File: src/rtl/toeplitz_seed_loader_if.sv
// rtl/toeplitz_seed_loader_if.sv - Seed word stream handshake between the host/DMA source and the loader.
interface toeplitz_seed_loader_if #(
  parameter int BS = 64
) ();
  logic [BS-1:0] s_data;
  logic          s_valid;
  logic          s_ready;

  modport master (
    output s_data,
    output s_valid,
    input  s_ready
  );

  modport slave (
    input  s_data,
    input  s_valid,
    output s_ready
  );
endinterface

File: src/rtl/toeplitz_seed_loader.sv
// rtl/toeplitz_seed_loader.sv - Assembles streamed column/row seed words into shadow registers and
// commits them as the row0/rrow0/col0 vectors of the Toeplitz multiplier.
module toeplitz_seed_loader #(
  parameter int BS = 64,
  parameter int N  = 256,
  parameter int L  = 128
) (
  input  logic                  clk,
  input  logic                  rst_n,
  input  logic                  start,
  input  logic                  abort,
  toeplitz_seed_loader_if.slave s,
  output logic [N-1:0]          row0,
  output logic [N-1:0]          rrow0,
  output logic [L-1:0]          col0,
  output logic                  busy,
  output logic                  done,
  output logic                  seed_valid
);
  localparam int XSZ   = (BS > 0) ? N / BS : 0;
  localparam int YSZ   = (BS > 0) ? L / BS : 0;
  localparam int MAXSZ = (XSZ > YSZ) ? XSZ : YSZ;
  localparam int CW    = (MAXSZ > 0) ? $clog2(MAXSZ + 1) : 1;

  if (BS < 1) begin : g_bad_bs
    $error("toeplitz_seed_loader: BS must be at least 1");
  end else if ((N % BS) != 0 || (L % BS) != 0 || XSZ < 1 || YSZ < 1) begin : g_bad_geom
    $error("toeplitz_seed_loader: N and L must be non-zero multiples of BS");
  end

  typedef enum logic [1:0] {
    IDLE,
    LOAD_COL,
    LOAD_ROW,
    FINISH
  } state_t;

  state_t          state_q, state_d;
  logic [CW-1:0]   cnt_q, cnt_d;
  logic [L-1:0]    col_sh_q, col_sh_d;
  logic [N-1:0]    row_sh_q, row_sh_d;
  logic [N-1:0]    row0_q, row0_d;
  logic [N-1:0]    rrow0_q, rrow0_d;
  logic [L-1:0]    col0_q, col0_d;
  logic            s_ready_q, s_ready_d;
  logic            busy_q, busy_d;
  logic            done_q, done_d;
  logic            seed_valid_q, seed_valid_d;
  logic            beat;
  logic [N-1:0]    row_shift;

  always_comb begin
    state_d      = state_q;
    cnt_d        = cnt_q;
    col_sh_d     = col_sh_q;
    row_sh_d     = row_sh_q;
    row0_d       = row0_q;
    rrow0_d      = rrow0_q;
    col0_d       = col0_q;
    seed_valid_d = seed_valid_q;
    done_d       = 1'b0;
    beat         = s.s_valid && s_ready_q;
    // The element at R[N-1] already lives in the column, so the row image drops it.
    row_shift    = row_sh_q << 1;

    case (state_q)
      IDLE: begin
        if (start) begin
          state_d = LOAD_COL;
          cnt_d   = '0;
        end
      end
      LOAD_COL: begin
        if (abort) begin
          state_d = IDLE;
        end else if (beat) begin
          for (int i = 0; i < YSZ; i++) begin
            if (cnt_q == CW'(i)) col_sh_d[(YSZ-1-i)*BS +: BS] = s.s_data;
          end
          if (cnt_q == CW'(YSZ - 1)) begin
            state_d = LOAD_ROW;
            cnt_d   = '0;
          end else begin
            cnt_d = cnt_q + CW'(1);
          end
        end
      end
      LOAD_ROW: begin
        if (abort) begin
          state_d = IDLE;
        end else if (beat) begin
          for (int i = 0; i < XSZ; i++) begin
            if (cnt_q == CW'(i)) row_sh_d[(XSZ-1-i)*BS +: BS] = s.s_data;
          end
          if (cnt_q == CW'(XSZ - 1)) begin
            state_d = FINISH;
          end else begin
            cnt_d = cnt_q + CW'(1);
          end
        end
      end
      FINISH: begin
        state_d = IDLE;
        if (!abort) begin
          col0_d = col_sh_q;
          row0_d = row_shift;
          for (int i = 0; i < N; i++) rrow0_d[i] = row_shift[N-1-i];
          done_d       = 1'b1;
          seed_valid_d = 1'b1;
        end
      end
      default: state_d = IDLE;
    endcase

    s_ready_d = (state_d == LOAD_COL) || (state_d == LOAD_ROW);
    busy_d    = (state_d != IDLE);
  end

  always_ff @(posedge clk or negedge rst_n) begin
    if (!rst_n) begin
      state_q      <= IDLE;
      cnt_q        <= '0;
      col_sh_q     <= '0;
      row_sh_q     <= '0;
      row0_q       <= '0;
      rrow0_q      <= '0;
      col0_q       <= '0;
      s_ready_q    <= 1'b0;
      busy_q       <= 1'b0;
      done_q       <= 1'b0;
      seed_valid_q <= 1'b0;
    end else begin
      state_q      <= state_d;
      cnt_q        <= cnt_d;
      col_sh_q     <= col_sh_d;
      row_sh_q     <= row_sh_d;
      row0_q       <= row0_d;
      rrow0_q      <= rrow0_d;
      col0_q       <= col0_d;
      s_ready_q    <= s_ready_d;
      busy_q       <= busy_d;
      done_q       <= done_d;
      seed_valid_q <= seed_valid_d;
    end
  end

  assign s.s_ready  = s_ready_q;
  assign row0       = row0_q;
  assign rrow0      = rrow0_q;
  assign col0       = col0_q;
  assign busy       = busy_q;
  assign done       = done_q;
  assign seed_valid = seed_valid_q;
endmodule

File: src/flat_wrapper.sv
// flat-port wrapper written by rule: the top's interface ports become plain ports
module toeplitz_seed_loader_flat 
#(
  parameter int BS = 64,
  parameter int N  = 256,
  parameter int L  = 128
)
  (clk, rst_n, start, abort, row0, rrow0, col0, busy, done, seed_valid, s_s_data, s_s_valid, s_s_ready);
  toeplitz_seed_loader_if #(.BS(BS)) s_i ();
  input  logic clk;
  input  logic rst_n;
  input  logic start;
  input  logic abort;
  output logic [N-1:0] row0;
  output logic [N-1:0] rrow0;
  output logic [L-1:0] col0;
  output logic busy;
  output logic done;
  output logic seed_valid;
  input wire logic [$bits(s_i.s_data)-1:0] s_s_data;
  input wire logic [$bits(s_i.s_valid)-1:0] s_s_valid;
  output wire logic [$bits(s_i.s_ready)-1:0] s_s_ready;
  assign s_i.s_data = s_s_data;
  assign s_i.s_valid = s_s_valid;
  assign s_s_ready = s_i.s_ready;
  toeplitz_seed_loader #(.BS(BS), .N(N), .L(L)) u_core (.clk(clk), .rst_n(rst_n), .start(start), .abort(abort), .s(s_i), .row0(row0), .rrow0(rrow0), .col0(col0), .busy(busy), .done(done), .seed_valid(seed_valid));
endmodule
File: config.mk
export PLATFORM = sky130hd
export DESIGN_NAME = toeplitz_seed_loader_flat
export DESIGN_NICKNAME = d
export VERILOG_FILES = /design/src/rtl/toeplitz_seed_loader_if.sv /design/src/rtl/toeplitz_seed_loader.sv /design/src/flat_wrapper.sv
export SDC_FILE = /design/constraint.sdc
export NUM_CORES = 1
export LEC_CHECK = 0
export ABC_AREA = 1
export CAP_MARGIN = 20
export CORE_MARGIN = 2
export CORE_UTILIZATION = 40
export CTS_CLUSTER_DIAMETER = 200
export DETAILED_ROUTE_END_ITERATION = 6
export PLACE_DENSITY = 0.76
export SETUP_SLACK_MARGIN = 0.05
export SYNTH_ARGS = -nofsm -noshare
export SYNTH_HDL_FRONTEND = slang
export SYNTH_SLANG_ARGS = --single-unit
File: constraint.sdc
create_clock -name clk -period 1.85 [get_ports clk]
set_input_delay 0.4625 -clock clk [delete_from_list [all_inputs] [get_ports clk]]
set_output_delay 0.4625 -clock clk [all_outputs]
set_load 0.005 [all_outputs]
After elaboration in Yosys (flattened, before gate mapping). Index checks and enable logic that the tools add are counted.

Word-level logic and storage cells: 63. Input port bits: 69. Flip-flop bits (word level): 1030.

Reductions and logical operators: 14. Bitwise gates (word level): 1. Muxes and demuxes: 18. Equal/unequal tests: 14. $add $sub $neg: 1.

Operators with widths (number): $reduce_and 4->1 (6); $mux 3 (7); $mux 2 (7); $pmux 3 s3 (1); $ne 2x2->1 const B (4); $pmux 2 s4 (1); $reduce_and 7->1 (1); $eq 2x2->1 const B (3); $eq 3x2->1 const B (2); $eq 2x1->1 const B (2); $ne 2x1->1 const B (2); $add 3x1->3 const B (1); $eq 3x1->1 const B (1); $logic_not 3->1 (1); $reduce_bool 3->1 (1); $logic_not 2->1 (1); $mux 1 (2); $reduce_and 2->1 (1); $reduce_bool 2->1 (1); $logic_and 1x1->1 (1); $logic_or 1x1->1 (1); $not 1->1 (1).

Logic depth before layout (Yosys ltp).
Depth after elaboration: 7. Depth in mapped cells: 12. Depth with buffers taken out: 11.

Worst setup path before layout. No wires, ideal clock.

Path type: register to register. Start point: register u_core.state_q[0]. End point: register u_core.s_ready_q, in the netlist u_core.s.s_ready. Arrival time: 1663 ps. Path buffers: 1. Cell stages (with the launch flop): 12. Clock period less this slack: 1789 ps. Required time: 1724 ps. Slack: 61 ps. Cells stage by stage: dfrtp_1 > inv_1 > ha_1 > inv_2 > nor2_4 > nand3_1 > buf_2 > nand2_1 > nand2_1 > nand2_1 > nand2_1 > ha_1.

Cells in the longest elaborated chain, start to end: 6.

Ends and longest elaborated chain: from (decl) (RTL line toeplitz_seed_loader.sv:38) `state_t state_q, state_d;`; from (signal assigned) (RTL line toeplitz_seed_loader.sv:133) `state_q <= state_d;`; $mux 2 (on tied branches) (RTL line toeplitz_seed_loader.sv:95, toeplitz_seed_loader.sv:80); $mux 2 (on tied branches) (RTL line toeplitz_seed_loader.sv:91, toeplitz_seed_loader.sv:76); $mux 2 (on tied branches) (RTL line toeplitz_seed_loader.sv:89, toeplitz_seed_loader.sv:74); $pmux 2 s4 * (RTL line toeplitz_seed_loader.sv:66) `case (state_q)`; $eq 2x1->1 / $eq 2x2->1 (equally long branches) (RTL line toeplitz_seed_loader.sv:115) `s_ready_d = (state_d == LOAD_COL) || (state_d == LOAD_ROW);`; $logic_or 1x1->1 * (RTL line toeplitz_seed_loader.sv:115); via u_core.s_ready_d (RTL line toeplitz_seed_loader.sv:45) `logic s_ready_q, s_ready_d;`; to (signal assigned) (RTL line toeplitz_seed_loader.sv:140) `s_ready_q <= s_ready_d;`; to (decl) (RTL line toeplitz_seed_loader.sv:45).

The timed path passes the listed nets; every way through them passes the cells marked *. A chain may end at the register's enable or synchronous reset.

Final worst setup path.
Start point: register u_core.state_q[0]. End point: register u_core.row_sh_q[93].

Cells in the longest elaborated chain, start to end: 2.

Ends and longest elaborated chain: $eq 2x2->1 (RTL line toeplitz_seed_loader.sv:66); $reduce_and 4->1 (no line); to (signal assigned) (RTL line toeplitz_seed_loader.sv:136) `row_sh_q <= row_sh_d;`; to (decl) (RTL line toeplitz_seed_loader.sv:41) `logic [N-1:0] row_sh_q, row_sh_d;`.

No other way between the ends.

==> impl_metrics.toml <==
[outcome]
status = "complete, but fails checks"
violations = "negative setup slack"

[power_and_ir_drop]
combPwrFrac = 0.085
ir_worst_vdd_v = 0.000709
p_int_mw = 30.5
p_per_area_mw_per_mm2 = 932
total_power_mw = 40.7
clkPwrFrac = 0.440
net-switching-power_mw = 10.2
seqPwrFrac = 0.475
p_leak_nw = 24.2
swShare = 0.250

[setup_path]
crit_required_ps = 2340
reg2reg_depth = 10
crit_type = "reg2reg"
rrSetupSlack_ps = -40
r2r_end = "u_core.row_sh_q[93]$_DFFE_PN0P_"
r2r_start = "u_core.state_q[0]$_DFF_PN0_"
endpoint_kind = "flip-flop"
cp-start-kind = "flip-flop"
path_max_fanout = 11
cp-startpoint = "u_core.state_q[0]$_DFF_PN0_"
worstPathArrival_ps = 2380

[die]
chipHeight_um = 280
ioPinCount = 713
die_x_um = 280
coreArea_sq_mm = 0.0757
initial_core_util = 0.403
die_area_sq_mm = 0.0785
rows = 101

[synthesis]
synthCells = 3265
ys_types = 22
yosysTopAreaCell = "dfrtp_1"
yosysWarnings = 0
synth.area.top_cells = "dfrtp_1 64%, nand2_1 19%, buf_4 6.4%, o21ai_1 4.0%, buf_2 2.4%"
avgSynthCellArea_sq_um = 9.35
ys_ff_latch = 775
synth_top_area_share = 0.635
seq_area_frac_synth = 0.635
syn_area_sq_mm = 0.0305

[route]
drtAntennaViolNets = 0
wire_per_inst_um = 20.0
firstDrtPassIters = 6
vias = 26326
wl_mm = 104
drcViolationCount = 0
avgViaCountPerCell = 5.08
drt_iter0_drc = 2405

[sta]
clock_skew_ps = 38.0
maxSlewHeadroom = 0.658
max_freq_mhz = 530
min_period_ps = 1890
tns_ps = -63.4
worstMarginPinSlew_ps = 512
slew_violations = 0
fin_ws_ps = -35.6
rsz0062_at_grt = "yes"
fin_crit_sh = 1.02
setup_viol = 7
hold_viol = 0

[clock_network]
cts_tree = "yes"
cts_made_buffers = 80
cts.sinks = 775
cts_root_buffer = "clkbuf_16"
clockBufferDepth = 3
clkTransAtPathRegs_ps = 60
cts_max_level = 3
insertion_delay_ps = 650

[layout]
stdcell_area_sq_mm = 0.0436
drive_above_1_share = 0.233
fin_util = 0.576
fill_cells = 5972
mostFrequentLayoutCell = "nand2_1"
area_growth_pct = 42.9
final_cell_mix = "1522 x nand2_1, 756 x dfrtp_1, 298 x buf_4"
nets = 4215

[global_route]
grt_pass1_wl_mm = 147
gr-total-overflow = 0
grt_usage = 0.240
grt_max_degree = 83
grt_pass1_vias = 26014
antenna_found_initial = 2

[placement]
place.gp.congestion = 0.829
placed_area_sq_mm = 0.0377
place_ws_ps = -221
dp_hpwl_mm = 57.4
io_buffers = 710

[job]
drv_cap = 0

[min_path]
hp-class = "in2async"
## flip-flops by register name, summed over array words and instances, names as in the netlist
signal	flops
u_core.state_q	2
u_core.row_sh_q	255
u_core.rrow0	1
u_core.done	1
u_core.col_sh_q	128
u_core.col0	128
u_core.s.s_ready	1
u_core.busy	1
u_core.cnt_q	3
u_core.seed_valid	1
u_core.row0	254
## critical path, cell delays in order (launching register included)
cell and delay [ps]:
dfrtp_2 410, inv_2 80, ha_4 160, inv_4 50
nor2_4 210, nand4_1 160, buf_4 190, buf_12 150
buf_12 170, nand2_2 70, o21ai_1 80
## per-stage QoR
stage          hold WS, ps  cells
2_1_floorplan          167   3266
3_3_place_gp           447   4663
3_5_place_dp           447   4663
4_1_cts                353   5158
5_1_grt                382   5180
6_report               381   5180
## power groups by stage
stage / Sequential (mW) / Combinational (mW) / Clock (mW)
2_1_floorplan: 19.3 / 1.59 / 0
3_3_place_gp: 19.5 / 3.10 / 0
3_5_place_dp: 19.5 / 3.22 / 0
4_1_cts: 19.3 / 3.16 / 18.0
5_1_grt: 19.4 / 3.89 / 18.7
6_report: 19.3 / 3.44 / 17.9
## kinds of logic (layout without fill, tap and decap cells)
family,after synthesis,count (layout),synth area share
and+or+nand+nor,1580,1581,0.195
DFF,775,775,0.635
buffers and inverters,507,1441,0.100
AOI/OAI and AO/OA,391,391,0.0642
adders and majority gates,11,11,0.00451
other,1,3,0.000123
## synth_stat cells
master    instances
o211ai_1          1
o21ai_0         142
o21ai_1         244
nand2_1        1561
or2_1             1
dfrtp_1         775
inv_2             5
a21oi_1           4
nand4_1           1
buf_1             2
nor2_4            1
ha_1             11
inv_1            78
nand2_2           1
nor2_1            5
nor2_2            1
conb_1            1
clkbuf_2          1
buf_4           260
buf_2           147
nand3_1           9
clkbuf_1         14
## layout make-up
cell class	count	area [sq um]	area share
multi-input cells	1985	8490	0.195
well taps	978	1220	0.0281
clock inverters	44	716	0.0164
repair buffers	1210	11200	0.257
clock buffers	104	2210	0.0507
diodes	1	2.50	0.0000574
flip-flops and latches	775	19400	0.445
inverters	83	322	0.00737
## metal layers
metal / vias up / track usage / part of all wire
li1: 11656 / - / -
met1: 12909 / 0.291 / 0.37
met2: 1449 / 0.408 / 0.49
met3: 310 / 0.0435 / 0.080
met4: 2 / 0.125 / 0.052
met5: - / 0 / 0.00013
## worst max path at each step
stage	cells past startpoint	end
floorplan	11	u_core.s.s_ready$_DFF_PN0_
global placement	7	u_core.row0[27]$_DFFE_PN0P_
detailed placement	7	u_core.col_sh_q[92]$_DFFE_PN0P_
CTS	3	row0[76]
global route	10	u_core.row_sh_q[93]$_DFFE_PN0P_
finish	10	u_core.row_sh_q[93]$_DFFE_PN0P_
## what timing repair did
action	4_1_cts	5_1_grt
gates cloned	0	25
hold buffers	1	0
hold endpoints to repair	8	0
setup buffers	346	21
pin swaps	0	7
endpoints found under the setup margin	642	536
resized for setup	1452	391
Power figures use the tool's default switching activity.
